[src/rtl/instr_fetch_unit_if.sv]
// Instruction-memory request/response port between the fetch stage and memory.
interface instr_fetch_unit_if #(
    parameter int unsigned ADDR_W = 32
);
    logic              req;
    logic [ADDR_W-1:0] addr;
    logic              rvalid;
    logic [31:0]       rdata;

    modport master (output req, addr, input  rvalid, rdata);
    modport slave  (input  req, addr, output rvalid, rdata);
endinterface

[src/rtl/instr_fetch_unit.sv]
// Fetch stage: owns the PC, fetches one instruction per request and picks the
// next PC from the execute path's branch/jump/halt outcome.
//
// state    | meaning
// IDLE     | post-reset cycle, no request yet
// REQ      | imem_req asserted for one cycle at pc
// WAIT     | waiting for the response, timeout counter running
// VALID    | instr/pc presented to decode until ex_done
// HALTED   | halt executed or fault; left only by rst
module instr_fetch_unit #(
    parameter int unsigned       ADDR_W   = 32,
    parameter logic [ADDR_W-1:0] RESET_PC = '0,
    parameter int unsigned       TIMEOUT  = 255
) (
    input  logic                 clk,
    input  logic                 rst,
    instr_fetch_unit_if.master   imem,
    input  logic                 ex_done,
    input  logic                 take_branch,
    input  logic                 alu_to_pc,
    input  logic                 halt,
    input  logic [ADDR_W-1:0]    imm,
    input  logic [ADDR_W-1:0]    alu_result,
    output logic [31:0]          instr,
    output logic [6:0]           opcode,
    output logic [4:0]           rd,
    output logic [2:0]           func3,
    output logic [4:0]           rs1,
    output logic [4:0]           rs2,
    output logic [6:0]           func7,
    output logic [ADDR_W-1:0]    pc,
    output logic [ADDR_W-1:0]    pc_plus4,
    output logic                 instr_valid,
    output logic                 halted,
    output logic                 fetch_fault
);
    typedef enum logic [2:0] {
        S_IDLE,
        S_REQ,
        S_WAIT,
        S_VALID,
        S_HALTED
    } state_t;

    localparam logic [16:0]       TIMEOUT_TC = 17'(TIMEOUT);
    localparam logic [ADDR_W-1:0] JALR_MASK  = {{(ADDR_W-1){1'b1}}, 1'b0};
    localparam logic [ADDR_W-1:0] FOUR       = {{(ADDR_W-3){1'b0}}, 3'd4};

    state_t            state;
    logic              req;
    logic [15:0]       wait_cnt;
    logic [16:0]       wait_next;
    logic [ADDR_W-1:0] target;

    assign imem.req  = req;
    assign imem.addr = pc;

    assign opcode   = instr[6:0];
    assign rd       = instr[11:7];
    assign func3    = instr[14:12];
    assign rs1      = instr[19:15];
    assign rs2      = instr[24:20];
    assign func7    = instr[31:25];
    assign pc_plus4 = pc + FOUR;

    assign wait_next = {1'b0, wait_cnt} + 17'd1;

    always_comb begin
        target = pc_plus4;
        if (alu_to_pc) begin
            target = alu_result & JALR_MASK;
        end else if (take_branch) begin
            target = pc + imm;
        end
    end

    always_ff @(posedge clk) begin
        if (rst) begin
            state       <= S_IDLE;
            pc          <= RESET_PC;
            instr       <= '0;
            req         <= 1'b0;
            instr_valid <= 1'b0;
            halted      <= 1'b0;
            fetch_fault <= 1'b0;
            wait_cnt    <= '0;
        end else begin
            case (state)
                S_IDLE: begin
                    req   <= 1'b1;
                    state <= S_REQ;
                end
                S_REQ: begin
                    req      <= 1'b0;
                    wait_cnt <= '0;
                    state    <= S_WAIT;
                end
                S_WAIT: begin
                    if (imem.rvalid) begin
                        instr       <= imem.rdata;
                        instr_valid <= 1'b1;
                        state       <= S_VALID;
                    end else if (wait_next == TIMEOUT_TC) begin
                        fetch_fault <= 1'b1;
                        halted      <= 1'b1;
                        state       <= S_HALTED;
                    end else begin
                        wait_cnt <= wait_next[15:0];
                    end
                end
                S_VALID: begin
                    if (ex_done) begin
                        instr_valid <= 1'b0;
                        if (halt) begin
                            halted <= 1'b1;
                            state  <= S_HALTED;
                        end else begin
                            pc <= target;
                            // bit 1 set means the target is not word aligned
                            if (target[1]) begin
                                fetch_fault <= 1'b1;
                                halted      <= 1'b1;
                                state       <= S_HALTED;
                            end else begin
                                req   <= 1'b1;
                                state <= S_REQ;
                            end
                        end
                    end
                end
                S_HALTED: begin
                    req <= 1'b0;
                end
                default: begin
                    state <= S_IDLE;
                end
            endcase
        end
    end
endmodule

[src/flat_wrapper.sv]
// flat-port wrapper written by rule: the top's interface ports become plain ports
module instr_fetch_unit_flat 
#(
    parameter int unsigned       ADDR_W   = 32,
    parameter logic [ADDR_W-1:0] RESET_PC = '0,
    parameter int unsigned       TIMEOUT  = 255
)
  (clk, rst, ex_done, take_branch, alu_to_pc, halt, imm, alu_result, instr, opcode, rd, func3, rs1, rs2, func7, pc, pc_plus4, instr_valid, halted, fetch_fault, imem_req, imem_addr, imem_rvalid, imem_rdata);
  instr_fetch_unit_if #(.ADDR_W(ADDR_W)) imem_i ();
  input  logic clk;
  input  logic rst;
  input  logic ex_done;
  input  logic take_branch;
  input  logic alu_to_pc;
  input  logic halt;
  input  logic [ADDR_W-1:0] imm;
  input  logic [ADDR_W-1:0] alu_result;
  output logic [31:0] instr;
  output logic [6:0] opcode;
  output logic [4:0] rd;
  output logic [2:0] func3;
  output logic [4:0] rs1;
  output logic [4:0] rs2;
  output logic [6:0] func7;
  output logic [ADDR_W-1:0] pc;
  output logic [ADDR_W-1:0] pc_plus4;
  output logic instr_valid;
  output logic halted;
  output logic fetch_fault;
  output wire logic [$bits(imem_i.req)-1:0] imem_req;
  output wire logic [$bits(imem_i.addr)-1:0] imem_addr;
  input wire logic [$bits(imem_i.rvalid)-1:0] imem_rvalid;
  input wire logic [$bits(imem_i.rdata)-1:0] imem_rdata;
  assign imem_req = imem_i.req;
  assign imem_addr = imem_i.addr;
  assign imem_i.rvalid = imem_rvalid;
  assign imem_i.rdata = imem_rdata;
  instr_fetch_unit #(.ADDR_W(ADDR_W), .RESET_PC(RESET_PC), .TIMEOUT(TIMEOUT)) u_core (.clk(clk), .rst(rst), .imem(imem_i), .ex_done(ex_done), .take_branch(take_branch), .alu_to_pc(alu_to_pc), .halt(halt), .imm(imm), .alu_result(alu_result), .instr(instr), .opcode(opcode), .rd(rd), .func3(func3), .rs1(rs1), .rs2(rs2), .func7(func7), .pc(pc), .pc_plus4(pc_plus4), .instr_valid(instr_valid), .halted(halted), .fetch_fault(fetch_fault));
endmodule
[config.mk]
export PLATFORM = sky130hd
export DESIGN_NAME = instr_fetch_unit_flat
export DESIGN_NICKNAME = d
export VERILOG_FILES = /design/src/rtl/instr_fetch_unit_if.sv /design/src/rtl/instr_fetch_unit.sv /design/src/flat_wrapper.sv
export SDC_FILE = /design/constraint.sdc
export NUM_CORES = 1
export LEC_CHECK = 0
export CAP_MARGIN = 20
export CORE_MARGIN = 4
export CORE_UTILIZATION = 50
export CTS_CLUSTER_DIAMETER = 80
export DETAILED_ROUTE_END_ITERATION = 6
export PLACE_DENSITY = 0.89
export SLEW_MARGIN = 15
export SYNTH_ARGS = -nofsm -noshare
export SYNTH_HDL_FRONTEND = slang
export SYNTH_SLANG_ARGS = --single-unit
[constraint.sdc]
create_clock -name clk -period 4.8 [get_ports clk]
set_input_delay 0.96 -clock clk [delete_from_list [all_inputs] [get_ports clk]]
set_output_delay 0.96 -clock clk [all_outputs]
set_load 0.1 [all_outputs]
# Word-level counts from Yosys, hierarchy flattened

Cells that the tools add are included.

Register bits after elaboration: 87
Input port bits: 103
Output and inout bits: 164
Word-level logic and storage cells: 68

Add/subtract/negate cells: 3
Eq/ne operators: 15
Muxes and demuxes: 27
Bitwise operators: 2
Reductions and logical operators: 13

Operator list:

| operator              | count |
|---|---|
| $mux 32               | 2 |
| $add 32x3->32 const B | 1 |
| $add 32x32->32        | 1 |
| $mux 16               | 2 |
| $pmux 16 s2           | 1 |
| $add 16x1->17 const B | 1 |
| $eq 17x8->1 const B   | 1 |
| $mux 3                | 5 |
| $pmux 3 s5            | 1 |
| $mux 1                | 12 |
| $ne 2x2->1 const B    | 6 |
| $reduce_and 3->1      | 4 |
| $eq 3x2->1 const B    | 2 |
| $ne 3x2->1 const B    | 2 |
| $pmux 1 s2            | 3 |
| $reduce_and 6->1      | 1 |
| $reduce_and 5->1      | 1 |
| $ne 2x1->1 const B    | 2 |
| $reduce_and 4->1      | 1 |
| $reduce_bool 2->1     | 2 |
| $eq 3x1->1 const B    | 1 |
| $eq 3x3->1 const B    | 1 |
| $logic_not 3->1       | 1 |
| $pmux 1 s3            | 1 |
| 4 further kinds       | 5 |

# Longest topological paths before layout

Gate-level depths: netlist of the first run.

Word-level depth: 7
Mapped depth: 11
Gate-level depth less buffers: 9

# Least setup slack after synthesis of the first run

OpenSTA, ideal clock, no wires.

Kind: register -> output
Start point: register u_core.pc[13] (netlist: u_core.imem.addr[13])
End point: output pc_plus4[31]
Arrival: 3.679 ns
Required time: 3.840 ns
Slack: 0.161 ns
Stages on the path, launching flop included: 6
Buffers on the path: 0
Cells stage by stage: dfxtp_1 > nand4_2 > nor4_4 > nand3_2 > nor2_1 > xor2_1

Cells in the longest elaborated chain, start to end: 1

Ends and longest elaborated chain:

| element                | line                    | text |
|---|---|---|
| from (decl)            | instr_fetch_unit.sv:31  | `output logic [ADDR_W-1:0] pc,` |
| from (signal assigned) | instr_fetch_unit.sv:118 | `pc <= target;` |
| $add 32x3->32          | instr_fetch_unit.sv:64  | `assign pc_plus4 = pc + FOUR;` |
| to (decl)              | flat_wrapper.sv:26      | `output logic [ADDR_W-1:0] pc_plus4;` |

Every way passes these cells.

# Worst setup path after layout of the first run

Start point: register u_core.pc[6] (netlist: u_core.imem.addr[6])
End point: output pc_plus4[17]

Same word-level chain as after synthesis.

==> impl_metrics.env, run 1 <==
export IMPL_status="finished clean"
export IMPL_relSlewSlack_pct=27.4
export IMPL_synth_top_cell_area_share_pct=24.0
export IMPL_port_buffers=265
export IMPL_drt_pass1_iter_count=6
export IMPL_slowest_delay_ps=1190
export IMPL_dp_hpwl_mm=18.1
export IMPL_rsz0062_at_grt="false"
export IMPL_final_fill_count=1092
export IMPL_drc=0
export IMPL_tightest_slew_ps=1080
export IMPL_cts_setup_buffers=0
export IMPL_arrival_ps=3010
export IMPL_synth_area_sq_um=7270
export IMPL_post_drt_wl_per_cell_um=18.4
export IMPL_grt_overflow=0
export IMPL_grt_max_degree=51
export IMPL_worstSkewPairLatency_ps=360
export IMPL_top_layer="met4"
export IMPL_yosys_area_share_simple_pct=24.1
export IMPL_final_common_cell="clkdlybuf4s50_1"
export IMPL_ir_drop_uv=186
export IMPL_layout_drive_gt1_share_pct=6.56
export IMPL_dieArea_sq_um=16500
export IMPL_max_freq_ghz=0.252
export IMPL_die_h_um=129
export IMPL_gp_congestion=0.946
export IMPL_drv_slew=0
export IMPL_totalWireLength_mm=24.3
export IMPL_first_global_vias=7584
export IMPL_wl_met3_mm=2.20
export IMPL_synthMuxAreaShare_pct=1.14
export IMPL_synth_top_family_by_area="compound AO/OA/AOI/OAI gates"
export IMPL_cp_max_fo=8
export IMPL_viasPerCell=6.10
export IMPL_vias=8064
export IMPL_cts_tree="built"
export IMPL_setup_tns_final_ps=0
export IMPL_start_util_pct=51.8
export IMPL_ant_nets=0
export IMPL_yosys_area_top_type="dfxtp_1"
export IMPL_power_density_nw_per_um2=248
export IMPL_cts_hold_buf=0
export IMPL_final_cell_mix="clkdlybuf4s50_1 (244), nand2_1 (145), a21oi_1 (110), dfxtp_1 (87), nor2_1 (56)"
export IMPL_cts_max_level=3
export IMPL_hp_class="reg -> reg"
export IMPL_drtIter0Drc=771
export IMPL_ios=267
export IMPL_core_sq_um=14000
export IMPL_grt_pass1_wl_mm=37.9
export IMPL_row_count=43
export IMPL_ys_async_sr_fraction_pct=0
export IMPL_synth_compound_area_share_pct=27.6
export IMPL_yosys_warnings=0
export IMPL_synth_edf_count=0
export IMPL_cts_buffers=9
export IMPL_fin_worst_skew_ps=10.1
export IMPL_cap_viol_max_count=0
export IMPL_ys_types=83
export IMPL_synth_xor_area_share_pct=5.90
export IMPL_grt_util_all_layers_pct=27.9
export IMPL_nets=1276
export IMPL_finalCritPeriodShare_pct=82.6
export IMPL_finalHoldViolCount=0
export IMPL_final_area_sq_um=9730
export IMPL_required_ps=3840
export IMPL_dpl_cell_area_sq_um=9420
export IMPL_syn_nets=1111
export IMPL_setup_viol=0
export IMPL_cp_cell_sequence="nand3_1 -> nand2b_1 -> nor4_1 -> xnor2_1 -> clkdlybuf4s50_1"
export IMPL_startpoint_type="flop"
export IMPL_path_clk_slew_ps=70
export IMPL_clock_path_buffers=2
export IMPL_synth_flop_cell="dfxtp_1"
export IMPL_cts_repair_resized=0
export IMPL_synthCells=973
export IMPL_dieWidth_um=129
export IMPL_slowest_stage="clkdlybuf4s50_1"
export IMPL_end_kind="output port"
export IMPL_synth_seq_cells=87
export IMPL_cts_sinks=87
export IMPL_yosys_top_cells_area="dfxtp_1 (24%), a21oi_1 (7.6%), nand2_1 (7.5%), buf_4 (7.0%), ha_1 (5.8%)"
export IMPL_power_total_mw=2.42
export IMPL_antenna_found_initial=0
export IMPL_leakage_nw=3.67
export IMPL_synth_fa_ha_area_share_pct=6.13
export IMPL_route_met2_wl_mm=11.8
export IMPL_layout_min_cycle_time_ps=3970
export IMPL_cts_root_buffer="clkbuf_16"
export IMPL_postSynthAreaPerCell_sq_um=7.47
export IMPL_critical_path_class="reg -> out"
export IMPL_area_growth_synth_to_final_pct=33.8
export IMPL_ys_seq_area_share_pct=24.0
export IMPL_wl_met1_mm=9.81
export IMPL_antenna_diode_count=0
-- worst paths after layout --
path / end / depth (start not counted) / from / slack, ps
max: pc_plus4[17] / 5 / u_core.imem.addr[6] / 830
min: u_core.instr_valid / 2 / u_core.instr_valid / 460
max reg2reg: u_core.wait_cnt[11] / 8 / u_core.wait_cnt[1] / 1840
min reg2reg: u_core.instr_valid / 2 / u_core.instr_valid / 460
-- stage by stage --
stage / utilization [%] / instances / worst slack (ps) / hold slack [ps]
3_3_place_gp: 67.1 / 1306 / 1040 / 444
6_report: 69.3 / 1323 / 833 / 461
3_5_place_dp: 67.1 / 1306 / 1000 / 452
2_1_floorplan: - / 973 / 161 / 485
4_1_cts: 69.2 / 1322 / 848 / 464
5_1_grt: 69.3 / 1323 / 670 / 485
-- sequential cells by signal, summed over array words and instances, names as in the netlist --
name                count
u_core.instr_valid      1
u_core.halted           1
u_core.imem.addr       32
u_core.state            3
u_core.fetch_fault      1
u_core.instr           32
u_core.wait_cnt        16
u_core.imem.req         1
-- layer usage --
layer | vias up | global-route usage, %
li1 | 3815 | -
met4 | 0 | 9.33
met5 | - | 0
met2 | 448 | 45.8
met3 | 59 | 6.10
met1 | 3742 | 36.4
-- cells by family (layout without fill, tap and decap cells) --
group | Yosys count | count (layout)
mux | 8 | 8
xor+xnor | 49 | 49
fa+ha+maj | 35 | 35
buf+inv | 140 | 310
compound gates | 303 | 303
simple gates | 351 | 351
flops | 87 | 87
-- worst max-delay path, delay by kind of cell (launching register included) --
family,cells,cell delay (ps)
xor gates and xnor gates,1,220
buffers and inverters,1,1190
and+or+nand+nor,3,720
DFF,1,520
-- cell usage after synthesis (10+ instances only) --
master and count:
nand2_1 145, a21oi_1 110, dfxtp_1 87, buf_4 68, nor2_1 57, o21ai_0 48
clkbuf_1 42, ha_1 34, xnor2_1 30, nand3_1 28, a21o_1 24, and3_1 19
nand4_1 19, xor2_1 19, inv_1 18, o211ai_1 14, a31oi_1 12, a211oi_1 10
or3_1 10
-- final cells by class --
| type | count | area, sq um | area share [%] |
|---|---|---|---|
| inverter | 19 | 71.3 | 0.733 |
| multi-input combinational | 746 | 4710 | 48.5 |
| clock buffer | 9 | 225 | 2.32 |
| sequential | 87 | 1740 | 17.9 |
| tap | 180 | 225 | 2.32 |
| clock inverter | 7 | 70.1 | 0.720 |
| timing repair buffer | 275 | 2680 | 27.5 |
-- power breakdown --
group | total (mW) | switching, mW | internal, mW
clock | 0.720 | 0.351 | 0.369
sequential | 0.794 | 0.0407 | 0.754
combinational | 0.901 | 0.640 | 0.261
total | 2.42 | 1.03 | 1.38
(Power assumes the default switching activity.)
==> run 2: changes to the inputs <==
CORE_UTILIZATION = 42   (was 50)
PLACE_DENSITY = 0.79   (was 0.89)
clock period = 3.4 ns   (was 4.8 ns; I/O delays follow)
==> impl_metrics.env, run 2 (same netlist as run 1, synthesis figures left out) <==
export IMPL_p_int_mw=2.07
export IMPL_ir_drop_uv=265
export IMPL_wl_met1_mm=11.2
export IMPL_drv_slew=0
export IMPL_worstSkewPairLatency_ps=350
export IMPL_final_common_cell="buf_4"
export IMPL_dieWidth_um=140
export IMPL_required_ps=2720
export IMPL_dieArea_sq_um=19500
export IMPL_wl_met3_mm=1.96
export IMPL_dp_hpwl_mm=20.7
export IMPL_reg2regPathDepth=9
export IMPL_vias=8222
export IMPL_critical_path_class="reg -> out"
export IMPL_route_met2_wl_mm=12.8
export IMPL_max_freq_ghz=0.312
export IMPL_stdcell_count=1414
export IMPL_antenna_found_initial=0
export IMPL_finalHoldViolCount=0
export IMPL_ff2ff_setup_slack_ps=450
export IMPL_slowest_stage="or3_1"
export IMPL_power_total_mw=3.49
export IMPL_timing_rr_start="u_core.wait_cnt[1]"
export IMPL_die_h_um=140
export IMPL_totalWireLength_mm=26.6
export IMPL_drtIter0Drc=707
export IMPL_drc=0
export IMPL_finalCritPeriodShare_pct=94.4
export IMPL_grt_max_degree=66
export IMPL_area_growth_synth_to_final_pct=42.6
export IMPL_nets=1327
export IMPL_setup_worst_path_start="u_core.imem.addr[2]"
export IMPL_path_clk_slew_ps=70
export IMPL_rsz0062_at_grt="false"
export IMPL_grt_pass1_wl_mm=42.0
export IMPL_final_cell_mix="buf_4 (178), nand2_1 (145), clkdlybuf4s50_1 (128), a21oi_1 (110), dfxtp_1 (68)"
export IMPL_cts_max_level=3
export IMPL_cp_max_fo=8
export IMPL_comb_power_share_pct=37.6
export IMPL_cp_cell_sequence="ha_1 -> nand3_1 -> or3_1 -> nor4_1 -> buf_4 -> xor2_4 -> buf_12"
export IMPL_grt_util_all_layers_pct=26.2
export IMPL_dp_slack_ps=-121
export IMPL_drt_pass1_iter_count=6
export IMPL_pwr_share_clk_pct=30.1
export IMPL_port_buffers=265
export IMPL_cts_sinks=87
export IMPL_cts_buffers=9
export IMPL_utilization_pct=61.9
export IMPL_whs_ps=465
export IMPL_layout_min_cycle_time_ps=3210
export IMPL_status="finished clean"
export IMPL_start_util_pct=43.4
export IMPL_viasPerCell=5.81
export IMPL_top_layer="met4"
export IMPL_antenna_diode_count=0
export IMPL_p_sw_share_pct=40.6
export IMPL_fin_worst_skew_ps=7.58
export IMPL_cts_root_buffer="clkbuf_16"
export IMPL_cap_viol_max_count=0
export IMPL_clock_path_buffers=2
export IMPL_p_sw_mw=1.42
export IMPL_power_density_nw_per_um2=336
export IMPL_row_count=47
export IMPL_worstReg2RegEnd="u_core.wait_cnt[11]"
export IMPL_leakage_nw=4.35
export IMPL_first_global_vias=7864
export IMPL_cts_setup_buffers=0
export IMPL_post_drt_wl_per_cell_um=18.8
export IMPL_arrival_ps=2530
export IMPL_ios=267
export IMPL_hp_class="reg -> reg"
export IMPL_placed_cells=1398
export IMPL_ant_nets=0
export IMPL_end_kind="output port"
export IMPL_relSlewSlack_pct=33.7
export IMPL_cts_hold_buf=0
export IMPL_core_sq_um=16800
export IMPL_tightest_slew_ps=991
export IMPL_layout_drive_gt1_share_pct=23.8
export IMPL_gp_congestion=0.939
export IMPL_startpoint_type="flop"
export IMPL_setup_viol=0
export IMPL_grt_overflow=0
export IMPL_setup_slack_ps=191
export IMPL_p_seq_share_pct=32.3
export IMPL_slowest_delay_ps=510
export IMPL_cts_tree="built"
export IMPL_crit_path_end="pc_plus4[18]"
run 2: cell count changes in the layout (fill, tap and decap cells not counted), moves of 7 or more:
cell	before	now
dfxtp_1	87	68
clkdlybuf4s50_1	244	128
buf_12	0	19
buf_4	29	178
dfxtp_2	0	19
xnor2_2	0	11
xnor2_1	30	16
xor2_1	19	10
xor2_2	0	7
run 2: layout make-up:
type / instances / area [sq um]
Clock buffer: 12 / 256
Timing Repair Buffer: 326 / 3000
Sequential cell: 87 / 1770
Tap cell: 220 / 275
Clock inverter: 4 / 53.8
Inverter: 19 / 71.3
Fill cell: 1490 / 6390
Multi-Input combinational cell: 746 / 4950
run 2: power groups by stage:
stage	sequential, mW	clock, mW	combinational [mW]
5_1_grt	1.13	1.11	1.38
6_report	1.13	1.05	1.31
4_1_cts	1.13	1.07	1.31
2_1_floorplan	1.39	0	0.698
3_3_place_gp	1.14	0	1.29
3_5_place_dp	1.15	0	1.30
run 2: worst min path at each step:
stage                        startpoint  slack (ps)             endpoint  cells past startpoint
detailed placement   u_core.instr_valid         460   u_core.instr_valid                      2
finish               u_core.instr_valid         470   u_core.instr_valid                      2
global route         u_core.instr_valid         500   u_core.instr_valid                      2
floorplan           u_core.wait_cnt[15]         480  u_core.wait_cnt[15]                      1
CTS                  u_core.instr_valid         470   u_core.instr_valid                      2
global placement     u_core.instr_valid         450   u_core.instr_valid                      2
run 2: stage by stage:
| step | setup TNS (ps) | cell area, sq um |
|---|---|---|
| after floorplan | -201 | 7520 |
| final | 0 | 10400 |
| after CTS | 0 | 10400 |
| after global routing | 0 | 10400 |
| after detailed placement | -195 | 10100 |
| after global placement | -103 | 10100 |
run 2: per-layer routing:
| layer | global-route usage, % | vias up |
|---|---|---|
| met2 | 44.3 | 395 |
| met4 | 8.92 | 0 |
| li1 | - | 3903 |
| met1 | 33.6 | 3875 |
| met3 | 5.15 | 49 |
| met5 | 0 | - |
run 2: what timing repair did:
action / CTS / global route
setup endpoints to repair: 0 / 1
endpoints found under the hold margin: 0 / 0
resized for setup: 0 / 1
run 2: worst max-delay path, delay by kind of cell (launching register included):
family	cells	cell delay (ps)
xor+xnor	1	180
fa+ha+maj	1	210
buf+inv	2	370
flops	1	410
simple gates	3	990
==> run 3: changes to the inputs <==
CORE_UTILIZATION = 35   (was 42)
PLACE_DENSITY = 0.68   (was 0.79)
==> impl_metrics.env, run 3 (same netlist as run 1, synthesis figures left out) <==
export IMPL_reg2regPathDepth=9
export IMPL_slowest_delay_ps=500
export IMPL_cap_viol_max_count=0
export IMPL_setup_viol=0
export IMPL_comb_power_share_pct=38.5
export IMPL_core_sq_um=20400
export IMPL_final_cell_mix="buf_4 (168), nand2_1 (145), clkdlybuf4s50_1 (141), a21oi_1 (110), dfxtp_1 (68)"
export IMPL_p_sw_share_pct=42.1
export IMPL_layout_drive_gt1_share_pct=22.8
export IMPL_clock_path_buffers=2
export IMPL_p_sw_mw=1.44
export IMPL_hp_start="u_core.instr[23]"
export IMPL_finalCritPeriodShare_pct=94.8
export IMPL_cts_hold_buf=0
export IMPL_critical_path_class="reg -> out"
export IMPL_arrival_ps=2540
export IMPL_drc=0
export IMPL_viasPerCell=5.45
export IMPL_setup_tns_final_ps=0
export IMPL_area_growth_synth_to_final_pct=43.8
export IMPL_post_drt_wl_per_cell_um=17.9
export IMPL_cts_tree="built"
export IMPL_tightest_slew_ps=976
export IMPL_cp_max_fo=8
export IMPL_dieWidth_um=152
export IMPL_cts_max_level=3
export IMPL_final_common_cell="buf_4"
export IMPL_worstReg2RegEnd="u_core.wait_cnt[8]"
export IMPL_path_clk_slew_ps=70
export IMPL_first_global_vias=7555
export IMPL_timing_rr_start="u_core.wait_cnt[1]"
export IMPL_gp_congestion=0.959
export IMPL_ir_drop_uv=257
export IMPL_drt_pass1_iter_count=5
export IMPL_dp_hpwl_mm=20.6
export IMPL_path_buf_inv=2
export IMPL_drtIter0Drc=455
export IMPL_crit_cells=7
export IMPL_antenna_diode_count=0
export IMPL_finalHoldViolCount=0
export IMPL_p_int_mw=1.97
export IMPL_worstSkewPairLatency_ps=350
export IMPL_status="finished clean"
export IMPL_grt_max_degree=46
export IMPL_row_count=52
export IMPL_cp_top_family="simple AND/OR/NAND/NOR gates"
export IMPL_cts_setup_buffers=0
export IMPL_multi_input_area_sq_um=4940
export IMPL_antenna_found_initial=0
export IMPL_port_buffers=265
export IMPL_rsz0062_at_grt="false"
export IMPL_leakage_nw=4.32
export IMPL_pwr_share_clk_pct=28.5
export IMPL_startpoint_type="flop"
export IMPL_utilization_pct=51.3
export IMPL_cts_repair_resized=0
export IMPL_cts_buffers=9
export IMPL_seqCellArea_sq_um=1770
export IMPL_end_kind="output port"
export IMPL_nets=1330
export IMPL_ios=267
export IMPL_ant_nets=0
export IMPL_required_ps=2720
export IMPL_grt_overflow=0
export IMPL_vias=7993
export IMPL_cts_sinks=87
export IMPL_hold_depth=2
export IMPL_hold_path_end="u_core.instr[23]"
export IMPL_start_util_pct=35.7
export IMPL_ff2ff_setup_slack_ps=480
export IMPL_die_h_um=152
export IMPL_hp_class="reg -> reg"
export IMPL_drv_slew=0
export IMPL_grt_util_all_layers_pct=21.5
export IMPL_final_fill_count=1999
export IMPL_layout_min_cycle_time_ps=3220
export IMPL_cts_root_buffer="clkbuf_16"
export IMPL_fin_worst_skew_ps=4.71
export IMPL_dieArea_sq_um=23100
export IMPL_power_density_nw_per_um2=326
export IMPL_grt_pass1_wl_mm=41.1
export IMPL_relSlewSlack_pct=34.7
export IMPL_p_seq_share_pct=33.0
export IMPL_whs_ps=465
export IMPL_cp_cell_sequence="ha_1 -> nand3_1 -> or3_1 -> nor4_1 -> buf_4 -> xor2_4 -> buf_12"
export IMPL_max_freq_ghz=0.310
export IMPL_totalWireLength_mm=26.2
export IMPL_slowest_stage="or3_1"
==> run 3: cell types whose count changed in the layout (fill, tap and decap cells not counted) <==
cell,delta
clkdlybuf4s50_1,+13
clkinvlp_4,-1
buf_4,-10
nor2_2,-1
bufinv_16,-1
nor2_1,+1
clkinv_4,+1
inv_6,+3
clkbuf_8,-2
==> run 3: cell type report <==
cell class / count / area share [%]
multi-input cells: 746 / 47.3
clock buffers: 10 / 2.19
flip-flops and latches: 87 / 16.9
repair buffers: 329 / 29.2
clock inverters: 6 / 0.491
well taps: 270 / 3.23
inverters: 19 / 0.682
==> run 3: per-stage QoR <==
stage	area [sq um]	setup slack [ps]	std cells	power, mW
after detailed placement	10200	-43.7	1451	2.46
after global placement	10200	-34.2	1451	2.45
final	10500	178	1467	3.41
after global routing	10500	36.4	1467	3.55
after CTS	10500	175	1467	3.44
after floorplan	7520	-180	973	2.09
==> run 3: how the worst max path moves through the flow <==
stage	startpoint	end	slack, ps
floorplan	u_core.imem.addr[25]	pc_plus4[31]	-180
global placement	imm[0]	u_core.imem.addr[28]	-30
detailed placement	imm[0]	u_core.imem.addr[28]	-40
CTS	u_core.imem.addr[2]	pc_plus4[18]	180
global route	u_core.imem.addr[2]	pc_plus4[18]	40
finish	u_core.imem.addr[2]	pc_plus4[18]	180
==> run 3: power by group through the flow <==
| stage | Sequential (mW) | Combinational (mW) | Clock, mW |
|---|---|---|---|
| 6_report | 1.13 | 1.31 | 0.972 |
| 5_1_grt | 1.13 | 1.38 | 1.03 |
| 4_1_cts | 1.13 | 1.31 | 1.00 |
| 3_5_place_dp | 1.15 | 1.31 | 0 |
| 3_3_place_gp | 1.15 | 1.31 | 0 |
| 2_1_floorplan | 1.39 | 0.698 | 0 |
==> run 3: tightest hold or removal path, cell delays in order, from the launching register on <==
cell,delay (ps)
dfxtp_1,320
nand2_1,50
a21oi_1,50
==> run 3: per-layer routing <==
| metal | global-route usage (%) | share of wire (%) | vias to the layer above |
|---|---|---|---|
| li1 | - | - | 3923 |
| met4 | 4.71 | 1.3 | 0 |
| met1 | 27.7 | 43 | 3747 |
| met5 | 0 | 0 | - |
| met2 | 37.3 | 49 | 296 |
| met3 | 4.17 | 6.6 | 27 |
